**config.mk**
```make
export PLATFORM = sky130hd
export DESIGN_NAME = sfifo_flat
export DESIGN_NICKNAME = d
export VERILOG_FILES = /design/src/rtl/sfifo_if.sv /design/src/rtl/sfifo.sv /design/src/flat_wrapper.sv
export SDC_FILE = /design/constraint.sdc
export NUM_CORES = 1
export LEC_CHECK = 0
export CORE_ASPECT_RATIO = 0.6
export CORE_UTILIZATION = 58
export CTS_BUF_LIST = sky130_fd_sc_hd__clkbuf_16
export CTS_CLUSTER_DIAMETER = 40
export DETAILED_ROUTE_END_ITERATION = 6
export PLACE_DENSITY = 0.91
export RECOVER_POWER = 50
export SYNTH_ARGS = -nofsm -noshare
export SYNTH_HDL_FRONTEND = slang
export SYNTH_SLANG_ARGS = --single-unit
```
**constraint.sdc**
```tcl
create_clock -name clk -period 3.26 [get_ports clk]
set_input_delay 0.489 -clock clk [delete_from_list [all_inputs] [get_ports clk]]
set_output_delay 0.489 -clock clk [all_outputs]
set_load 0.03 [all_outputs]
```
**src/rtl/sfifo_if.sv**
```systemverilog
// Handshake and status bundle between an sfifo and its user.
// master drives requests and thresholds; slave is the FIFO itself.
interface sfifo_if #(
  parameter int DEEPWID = 4,
  parameter int BITWID  = 8
) ();
  logic               flush;
  logic               wr;
  logic [BITWID-1:0]  wr_dat;
  logic               rd;
  logic [BITWID-1:0]  rd_dat;
  logic               rd_dat_vld;
  logic [DEEPWID:0]   cfg_almost_full;
  logic [DEEPWID:0]   cfg_almost_empty;
  logic               almost_full;
  logic               almost_empty;
  logic               full;
  logic               empty;
  logic [DEEPWID:0]   num;
  logic               overflow;
  logic               underflow;
  logic               err_clr;

  modport master (
    output flush, wr, wr_dat, rd, cfg_almost_full, cfg_almost_empty, err_clr,
    input  rd_dat, rd_dat_vld, almost_full, almost_empty, full, empty, num,
           overflow, underflow
  );

  modport slave (
    input  flush, wr, wr_dat, rd, cfg_almost_full, cfg_almost_empty, err_clr,
    output rd_dat, rd_dat_vld, almost_full, almost_empty, full, empty, num,
           overflow, underflow
  );
endinterface

```
**src/rtl/sfifo.sv**
```systemverilog
// Single-clock FIFO, any depth; MODE 0 read data 1 cycle after rd, MODE 1 first-word-fall-through.
// Writes dropped while full, reads dropped while empty; both leave sticky error flags.
module sfifo #(
  parameter int DEEPWID = 4,
  parameter int DEEP    = 12,
  parameter int BITWID  = 8,
  parameter int MODE    = 0
) (
  input  logic     clk,
  input  logic     rst,
  sfifo_if.slave   bus
);
  localparam logic [DEEPWID-1:0] LAST   = DEEPWID'(DEEP - 1);
  localparam logic [DEEPWID:0]   DEEP_N = (DEEPWID + 1)'(DEEP);

  logic [BITWID-1:0]  mem_q [DEEP];
  logic [DEEPWID-1:0] wptr_q, wptr_d;
  logic [DEEPWID-1:0] rptr_q, rptr_d;
  logic [DEEPWID:0]   num_q, num_d;
  logic               ovf_q, ovf_d;
  logic               udf_q, udf_d;
  logic               full, empty, wr_acc, rd_acc;

  assign full   = (num_q == DEEP_N);
  assign empty  = (num_q == '0);
  assign wr_acc = bus.wr & ~full & ~bus.flush;
  assign rd_acc = bus.rd & ~empty & ~bus.flush;

  always_comb begin
    wptr_d = wptr_q;
    rptr_d = rptr_q;
    num_d  = num_q;
    if (bus.flush) begin
      wptr_d = '0;
      rptr_d = '0;
      num_d  = '0;
    end else begin
      // Explicit wrap so non-power-of-two depths work.
      if (wr_acc) wptr_d = (wptr_q == LAST) ? '0 : wptr_q + 1'b1;
      if (rd_acc) rptr_d = (rptr_q == LAST) ? '0 : rptr_q + 1'b1;
      case ({wr_acc, rd_acc})
        2'b10:   num_d = num_q + 1'b1;
        2'b01:   num_d = num_q - 1'b1;
        default: num_d = num_q;
      endcase
    end
    // Set has priority over err_clr.
    ovf_d = (ovf_q & ~bus.err_clr) | (bus.wr & full & ~bus.flush);
    udf_d = (udf_q & ~bus.err_clr) | (bus.rd & empty & ~bus.flush);
  end

  always_ff @(posedge clk or posedge rst) begin
    if (rst) begin
      wptr_q <= '0;
      rptr_q <= '0;
      num_q  <= '0;
      ovf_q  <= 1'b0;
      udf_q  <= 1'b0;
    end else begin
      wptr_q <= wptr_d;
      rptr_q <= rptr_d;
      num_q  <= num_d;
      ovf_q  <= ovf_d;
      udf_q  <= udf_d;
    end
  end

  always_ff @(posedge clk) begin
    if (wr_acc) mem_q[wptr_q] <= bus.wr_dat;
  end

  generate
    if (MODE == 0) begin : g_reg
      logic [BITWID-1:0] rd_dat_q, rd_dat_d;
      logic              rd_vld_q, rd_vld_d;

      always_comb begin
        rd_dat_d = rd_acc ? mem_q[rptr_q] : rd_dat_q;
        rd_vld_d = rd_acc;
      end

      always_ff @(posedge clk or posedge rst) begin
        if (rst) begin
          rd_dat_q <= '0;
          rd_vld_q <= 1'b0;
        end else begin
          rd_dat_q <= rd_dat_d;
          rd_vld_q <= rd_vld_d;
        end
      end

      assign bus.rd_dat     = rd_dat_q;
      assign bus.rd_dat_vld = rd_vld_q;
    end else begin : g_fwft
      assign bus.rd_dat     = empty ? '0 : mem_q[rptr_q];
      assign bus.rd_dat_vld = ~empty;
    end
  endgenerate

  assign bus.full         = full;
  assign bus.empty        = empty;
  assign bus.num          = num_q;
  assign bus.almost_full  = (num_q >= bus.cfg_almost_full);
  assign bus.almost_empty = (num_q <= bus.cfg_almost_empty);
  assign bus.overflow     = ovf_q;
  assign bus.underflow    = udf_q;
endmodule

```
**src/flat_wrapper.sv**
```systemverilog
// flat-port wrapper written by rule: the top's interface ports become plain ports
module sfifo_flat 
#(
  parameter int DEEPWID = 4,
  parameter int DEEP    = 12,
  parameter int BITWID  = 8,
  parameter int MODE    = 0
)
  (clk, rst, bus_flush, bus_wr, bus_wr_dat, bus_rd, bus_cfg_almost_full, bus_cfg_almost_empty, bus_err_clr, bus_rd_dat, bus_rd_dat_vld, bus_almost_full, bus_almost_empty, bus_full, bus_empty, bus_num, bus_overflow, bus_underflow);
  sfifo_if #(.DEEPWID(DEEPWID), .BITWID(BITWID)) bus_i ();
  input  logic clk;
  input  logic rst;
  input wire logic [$bits(bus_i.flush)-1:0] bus_flush;
  input wire logic [$bits(bus_i.wr)-1:0] bus_wr;
  input wire logic [$bits(bus_i.wr_dat)-1:0] bus_wr_dat;
  input wire logic [$bits(bus_i.rd)-1:0] bus_rd;
  input wire logic [$bits(bus_i.cfg_almost_full)-1:0] bus_cfg_almost_full;
  input wire logic [$bits(bus_i.cfg_almost_empty)-1:0] bus_cfg_almost_empty;
  input wire logic [$bits(bus_i.err_clr)-1:0] bus_err_clr;
  output wire logic [$bits(bus_i.rd_dat)-1:0] bus_rd_dat;
  output wire logic [$bits(bus_i.rd_dat_vld)-1:0] bus_rd_dat_vld;
  output wire logic [$bits(bus_i.almost_full)-1:0] bus_almost_full;
  output wire logic [$bits(bus_i.almost_empty)-1:0] bus_almost_empty;
  output wire logic [$bits(bus_i.full)-1:0] bus_full;
  output wire logic [$bits(bus_i.empty)-1:0] bus_empty;
  output wire logic [$bits(bus_i.num)-1:0] bus_num;
  output wire logic [$bits(bus_i.overflow)-1:0] bus_overflow;
  output wire logic [$bits(bus_i.underflow)-1:0] bus_underflow;
  assign bus_i.flush = bus_flush;
  assign bus_i.wr = bus_wr;
  assign bus_i.wr_dat = bus_wr_dat;
  assign bus_i.rd = bus_rd;
  assign bus_i.cfg_almost_full = bus_cfg_almost_full;
  assign bus_i.cfg_almost_empty = bus_cfg_almost_empty;
  assign bus_i.err_clr = bus_err_clr;
  assign bus_rd_dat = bus_i.rd_dat;
  assign bus_rd_dat_vld = bus_i.rd_dat_vld;
  assign bus_almost_full = bus_i.almost_full;
  assign bus_almost_empty = bus_i.almost_empty;
  assign bus_full = bus_i.full;
  assign bus_empty = bus_i.empty;
  assign bus_num = bus_i.num;
  assign bus_overflow = bus_i.overflow;
  assign bus_underflow = bus_i.underflow;
  sfifo #(.DEEPWID(DEEPWID), .DEEP(DEEP), .BITWID(BITWID), .MODE(MODE)) u_core (.clk(clk), .rst(rst), .bus(bus_i));
endmodule
```
# Word level (Yosys, flattened, before mapping)
# Memory sizes are Yosys's and may differ from the RTL's. A register that Yosys moved wholly into a read port is not among the register bits.
# Index checks and enable logic that the tools add are counted.
[totals]
latch_bits = 0
mem_bits_rw = 96
word_cells = 48
memories = 1
register_bits = 16
in_bits = 24
out_inout_bits = 20
romBits = 0
[memory_table]
columns = ["memory", "depth", "word_bits", "read_ports", "rd_clocked_by_memory_dff", "write_ports", "line", "rtl"]
rows = [
  ["u_core.mem_q", 12, 8, 1, 1, 1, "sfifo.sv:16", "logic [BITWID-1:0] mem_q [DEEP];"],
]
[classes]
mul = 0
n_reduce_logical = 4
n_div = 0
n_eq_ne = 5
magnitude_cmp = 2
n_bitwise = 16
n_shift = 0
addsub = 4
n_mux = 10
[ops]
columns = ["op", "n"]
rows = [
  ["4-bit 2-to-1 mux", 6],
  ["1-bit bitwise AND", 10],
  ["5-bit one-hot mux with 2 select lines", 1],
  ["4-bit by 1-bit adder with 4-bit output, second input constant", 2],
  ["4-bit == test, second input constant", 2],
  ["5-bit by 1-bit adder with 5-bit output, second input constant", 1],
  ["5-bit by 4-bit == test with 1-bit output, second input constant", 1],
  ["5-bit greater-or-equal comparator", 1],
  ["5-bit <= comparator", 1],
  ["5-bit logical NOT", 1],
  ["5-bit 2-to-1 mux", 1],
  ["5-bit by 1-bit subtractor with 5-bit output, second input constant", 1],
  ["1-bit inverter", 4],
  ["2-bit nonzero test", 2],
  ["3-bit nonzero test", 1],
  ["2-bit by 1-bit == test with 1-bit output, second input constant", 1],
  ["2-bit == test, second input constant", 1],
  ["1-bit 2-to-1 mux", 2],
  ["1-bit OR", 2],
]

# Longest topological paths before layout
[logic_depth]
ltp_word = 7
ltp_mapped = 11
mapped_depth_nobuf = 9

# Worst setup path after synthesis
# No wires, ideal clock.
[synth_timing]
path_type = "register to register"
start = "register u_core.num_q[0] (netlist: u_core.bus.num[0])"
end = "register u_core.num_q[4] (netlist: u_core.bus.num[4])"
required_ns = 3.135
period_less_slack_ns = 2.664
path_buffers = 1
slack_ns = 0.596
arrival_ns = 2.539
path_stages_with_launch = 11
setup_ns = 0.125
cell_sequence = "dfrtp_1 or2_1 buf_6 nor4_4 nor3_2 xor2_1 ha_1 o31a_1 nor4_1 o21a_1 nor3_2"
[synth_via]
elab_chain_cells = 7
elab_cells_between_ends = 15
cone_classes = "2 x add/sub; 3 x eq/ne; 2 x mux; 6 x bitwise; 2 x reduce/logical"
[synth_lines]
columns = ["element", "line", "rtl"]
rows = [
  ["from (decl)", "sfifo.sv:19", "logic [DEEPWID:0] num_q, num_d;"],
  ["from (signal assigned)", "sfifo.sv:62", "num_q <= num_d;"],
  ["5-bit logical NOT (*)", "sfifo.sv:25", "assign empty = (num_q == '0);"],
  ["named net bus_empty", "flat_wrapper.sv:25", "output wire logic [$bits(bus_i.empty)-1:0] bus_empty;"],
  ["1-bit inverter (*)", "sfifo.sv:27", "assign rd_acc = bus.rd & ~empty & ~bus.flush;"],
  ["1-bit bitwise AND (*) (2 in series)", "sfifo.sv:27", ""],
  ["2-bit by 1-bit == test with 1-bit output / 2-bit == test (equally long branches)", "sfifo.sv:41", "case ({wr_acc, rd_acc})"],
  ["5-bit one-hot mux with 2 select lines", "sfifo.sv:41", ""],
  ["5-bit 2-to-1 mux", "sfifo.sv:33", "if (bus.flush) begin"],
]
# Mark *: on every way through the listed nets, which the timed path passes. The rest lies on a longest branch.
# A chain may end at the register's enable or synchronous reset.

# Final worst setup path
[layout_timing]
start = "register u_core.num_q[0] (netlist: u_core.bus.num[0])"
end = "output bus_almost_full"
[layout_via]
elab_chain_cells = 1
[layout_lines]
columns = ["element", "line", "rtl"]
rows = [
  ["5-bit greater-or-equal comparator", "sfifo.sv:103", "assign bus.almost_full = (num_q >= bus.cfg_almost_full);"],
  ["to (decl)", "flat_wrapper.sv:22", "output wire logic [$bits(bus_i.almost_full)-1:0] bus_almost_full;"],
]
# No other way between the ends.

==> results.yml <==
outcome:
  status: "finished clean"
global_routing:
  antenna_found_initial: 0
  grt_util_all_layers: 0.2568
  grt_pass1_wl_um: 17180
  grt_max_degree: 29
  grt_pass1_vias: 3162
  gr-total-overflow: 0
floorplan:
  die_h_um: 75.87
  start_util: 0.6096
  io_pins: 44
  core_um2: 8653
  die_w_um: 125.1
  fp.dieArea_um2: 9493
  num_rows: 26
final_layout:
  drive_above_1_share: 0.1600
  final_common_cell: "edfxtp_1"
  nets: 428
  fin_area_um2: 6435
  synthToLayoutAreaGrowth_pct: 21.99
  final_cell_mix: "edfxtp_1, nor2_1, clkdlybuf4s50_1"
  fillerInstances: 506
  diodes: 0
clock_tree:
  cts_hold_buf: 0
  clkSinkCount: 120
  clk_latency_ns: 0.41
  cts_buffers: 17
  cts_root_buffer: "clkbuf_16"
  cts_buffer_depth: 2
  h-tree-depth: 4
  postCtsSetupRepairBufs: 0
  cts_tree: "built"
  clkTransAtPathRegs_ns: 0.05
worst_hold_path:
  min_from: "u_core.bus.overflow"
  holdPathEnd: "u_core.bus.overflow"
  worstHoldPathType: "flop to flop"
  holdPathStages: 1
routing:
  ant_nets: 0
  wire_per_inst_um: 21.12
  initialDrtViolationCount: 268
  wl_um: 10820
  drcViolationCount: 0
  dr.pass1.iters: 7
  viasPerCell: 6.035
  dr_total_vias: 3090
placed_design:
  dp_hpwl_um: 6669
  place.gp.congestion: 0.7826
  dpl-instance-area_um2: 5802
  io_buffers: 43
timing:
  timing.final.crit_share: 0.9332
  maxSlewViolCount: 0
  hold_viol: 0
  max_freq_mhz: 328.7
  finalCriticalPeriod_ns: 3.042
  setup_violations: 0
  fin_tns_setup_ns: 0
  slew_headroom: 0.3408
  rsz0062_at_grt: "false"
  fin_worst_skew_ns: 0.008247
  tightest_slew_ns: 0.9877
power_and_ir_drop:
  peakVddDrop_mv: 0.4387
  leakagePower_nw: 2.347
  powerDensity_nw_per_um2: 820.6
  p_total_mw: 5.280
logic_synthesis:
  synth_flop_cell: "edfxtp_1"
  syn_area_um2: 5275
  synthCells: 335
  synthArstFlopShare: 0.2000
  synth_edf_count: 96
  yosysWarningCount: 0
  synth_top_area_share: 0.5465
  ys_seq_area_frac: 0.6603
  synth_area_leader_cell: "edfxtp_1"
  netlist-cell-type-count: 43
  syn_nets: 376
  ys_seq_elements: 120
  netlist_top_cells_area: "edfxtp_1, dfrtp_1, mux4_2"
  syn_area_per_cell_um2: 15.75
critical_path:
  rrSetupSlack_ns: 0.46
  critPathLaunch: "u_core.bus.num[0]"
  crit_arrival_ns: 2.55
  r2r_end: "u_core.mem_q[4][6]"
  r2r-start: "u_core.bus.num[2]"
  end_kind: "output port"
  worstPathRequired_ns: 2.77
  rr_worst_depth: 5
  crit_fanout: 6
  startpoint_type: "flop"
  path_class: "flop to output port"
job:
  drv_cap: 0
-- cells in the mapped netlist, types with 2 or more instances --
cell,n
edfxtp_1,96
nor2_1,31
dfrtp_1,24
mux4_2,24
a21oi_1,22
ha_1,17
inv_1,15
and2_1,10
mux2i_1,10
nand2_1,9
clkbuf_1,7
nor3_1,7
o21ai_0,6
buf_2,5
o21a_1,5
a21o_1,4
and4_1,3
buf_4,3
nor2b_1,3
nor4_1,3
xnor2_1,3
a31oi_1,2
a32o_1,2
and3_1,2
buf_6,2
nand2b_1,2
nor3_2,2
-- flip-flops by register name, summed over array words and instances, names as in the netlist --
name	flops
u_core.bus.overflow	1
u_core.rptr_q	4
u_core.bus.num	5
u_core.bus.rd_dat	8
u_core.bus.underflow	1
u_core.wptr_q	4
u_core.bus.rd_dat_vld	1
u_core.mem_q	96
-- area by class of cell --
type | count | area, um2 | share of cell area
Timing Repair Buffer | 50 | 484.2 | 0.07525
Clock buffer | 17 | 425.4 | 0.06611
Sequential cell | 120 | 3483 | 0.5413
Inverter | 15 | 56.30 | 0.008750
Clock inverter | 15 | 210.2 | 0.03267
Multi-Input combinational cell | 183 | 1635 | 0.2541
Tap cell | 112 | 140.1 | 0.02178
-- routing by layer --
metal	wire, um	vias up	global-route usage
met3	573	13	0.06250
met2	5173	120	0.4308
met4	103	0	0.1016
met5	0	-	0
li1	-	1391	-
met1	4965	1566	0.3358
-- critical path: stages (launching register included) --
cell and delay [ns]:
dfrtp_1 0.45, inv_1 0.12, ha_1 0.32, nand2b_1 0.16
a21o_1 0.20, a21o_1 0.18, a21o_1 0.17, a21o_1 0.17
dlygate4sd2_1 0.36
-- stage by stage --
| step | instances | hold slack, ns | util | setup slack, ns |
|---|---|---|---|---|
| final | 512 | 0.5051 | 0.7436 | 0.2177 |
| after global routing | 512 | 0.5431 | 0.7436 | 0.1263 |
| after global placement | 480 | 0.4817 | 0.6705 | 0.1216 |
| after floorplan | 335 | 0.5036 | - | 0.5962 |
| after CTS | 512 | 0.5210 | 0.7438 | 0.001449 |
| after detailed placement | 480 | 0.5041 | 0.6705 | 0.05797 |
-- logic make-up (layout without fill, tap and decap cells) --
kind of cell	after synthesis	count (layout)	share of synthesized area
flip-flops	120	120	0.6603
AND/OR/NAND/NOR	79	79	0.08041
AO/OA/AOI/OAI	48	48	0.05978
multiplexers	35	35	0.1236
buffers and inverters	32	97	0.02894
adder cells (fa/ha/maj)	17	17	0.04032
XOR/XNOR	4	4	0.006643
-- worst max path at each step --
stage                     slack, ns                 to
after floorplan                0.60  u_core.bus.num[4]
after CTS                     0.001   bus_almost_empty
after detailed placement       0.06   bus_almost_empty
after global placement         0.12   bus_almost_empty
final                          0.22    bus_almost_full
after global routing           0.13    bus_almost_full
-- power breakdown --
part	leakage (nW)	total [mW]	switching (mW)	internal [mW]
Clock	0.311	2.01	0.661	1.34
Combinational	0.866	1.40	0.776	0.628
Sequential	1.17	1.87	0.111	1.76
-- timing repair --
action	CTS	global route
endpoints found under the setup margin	1	1
resized for setup	1	1
hold endpoints to repair	0	0
Power figures use the tool's default switching activity.
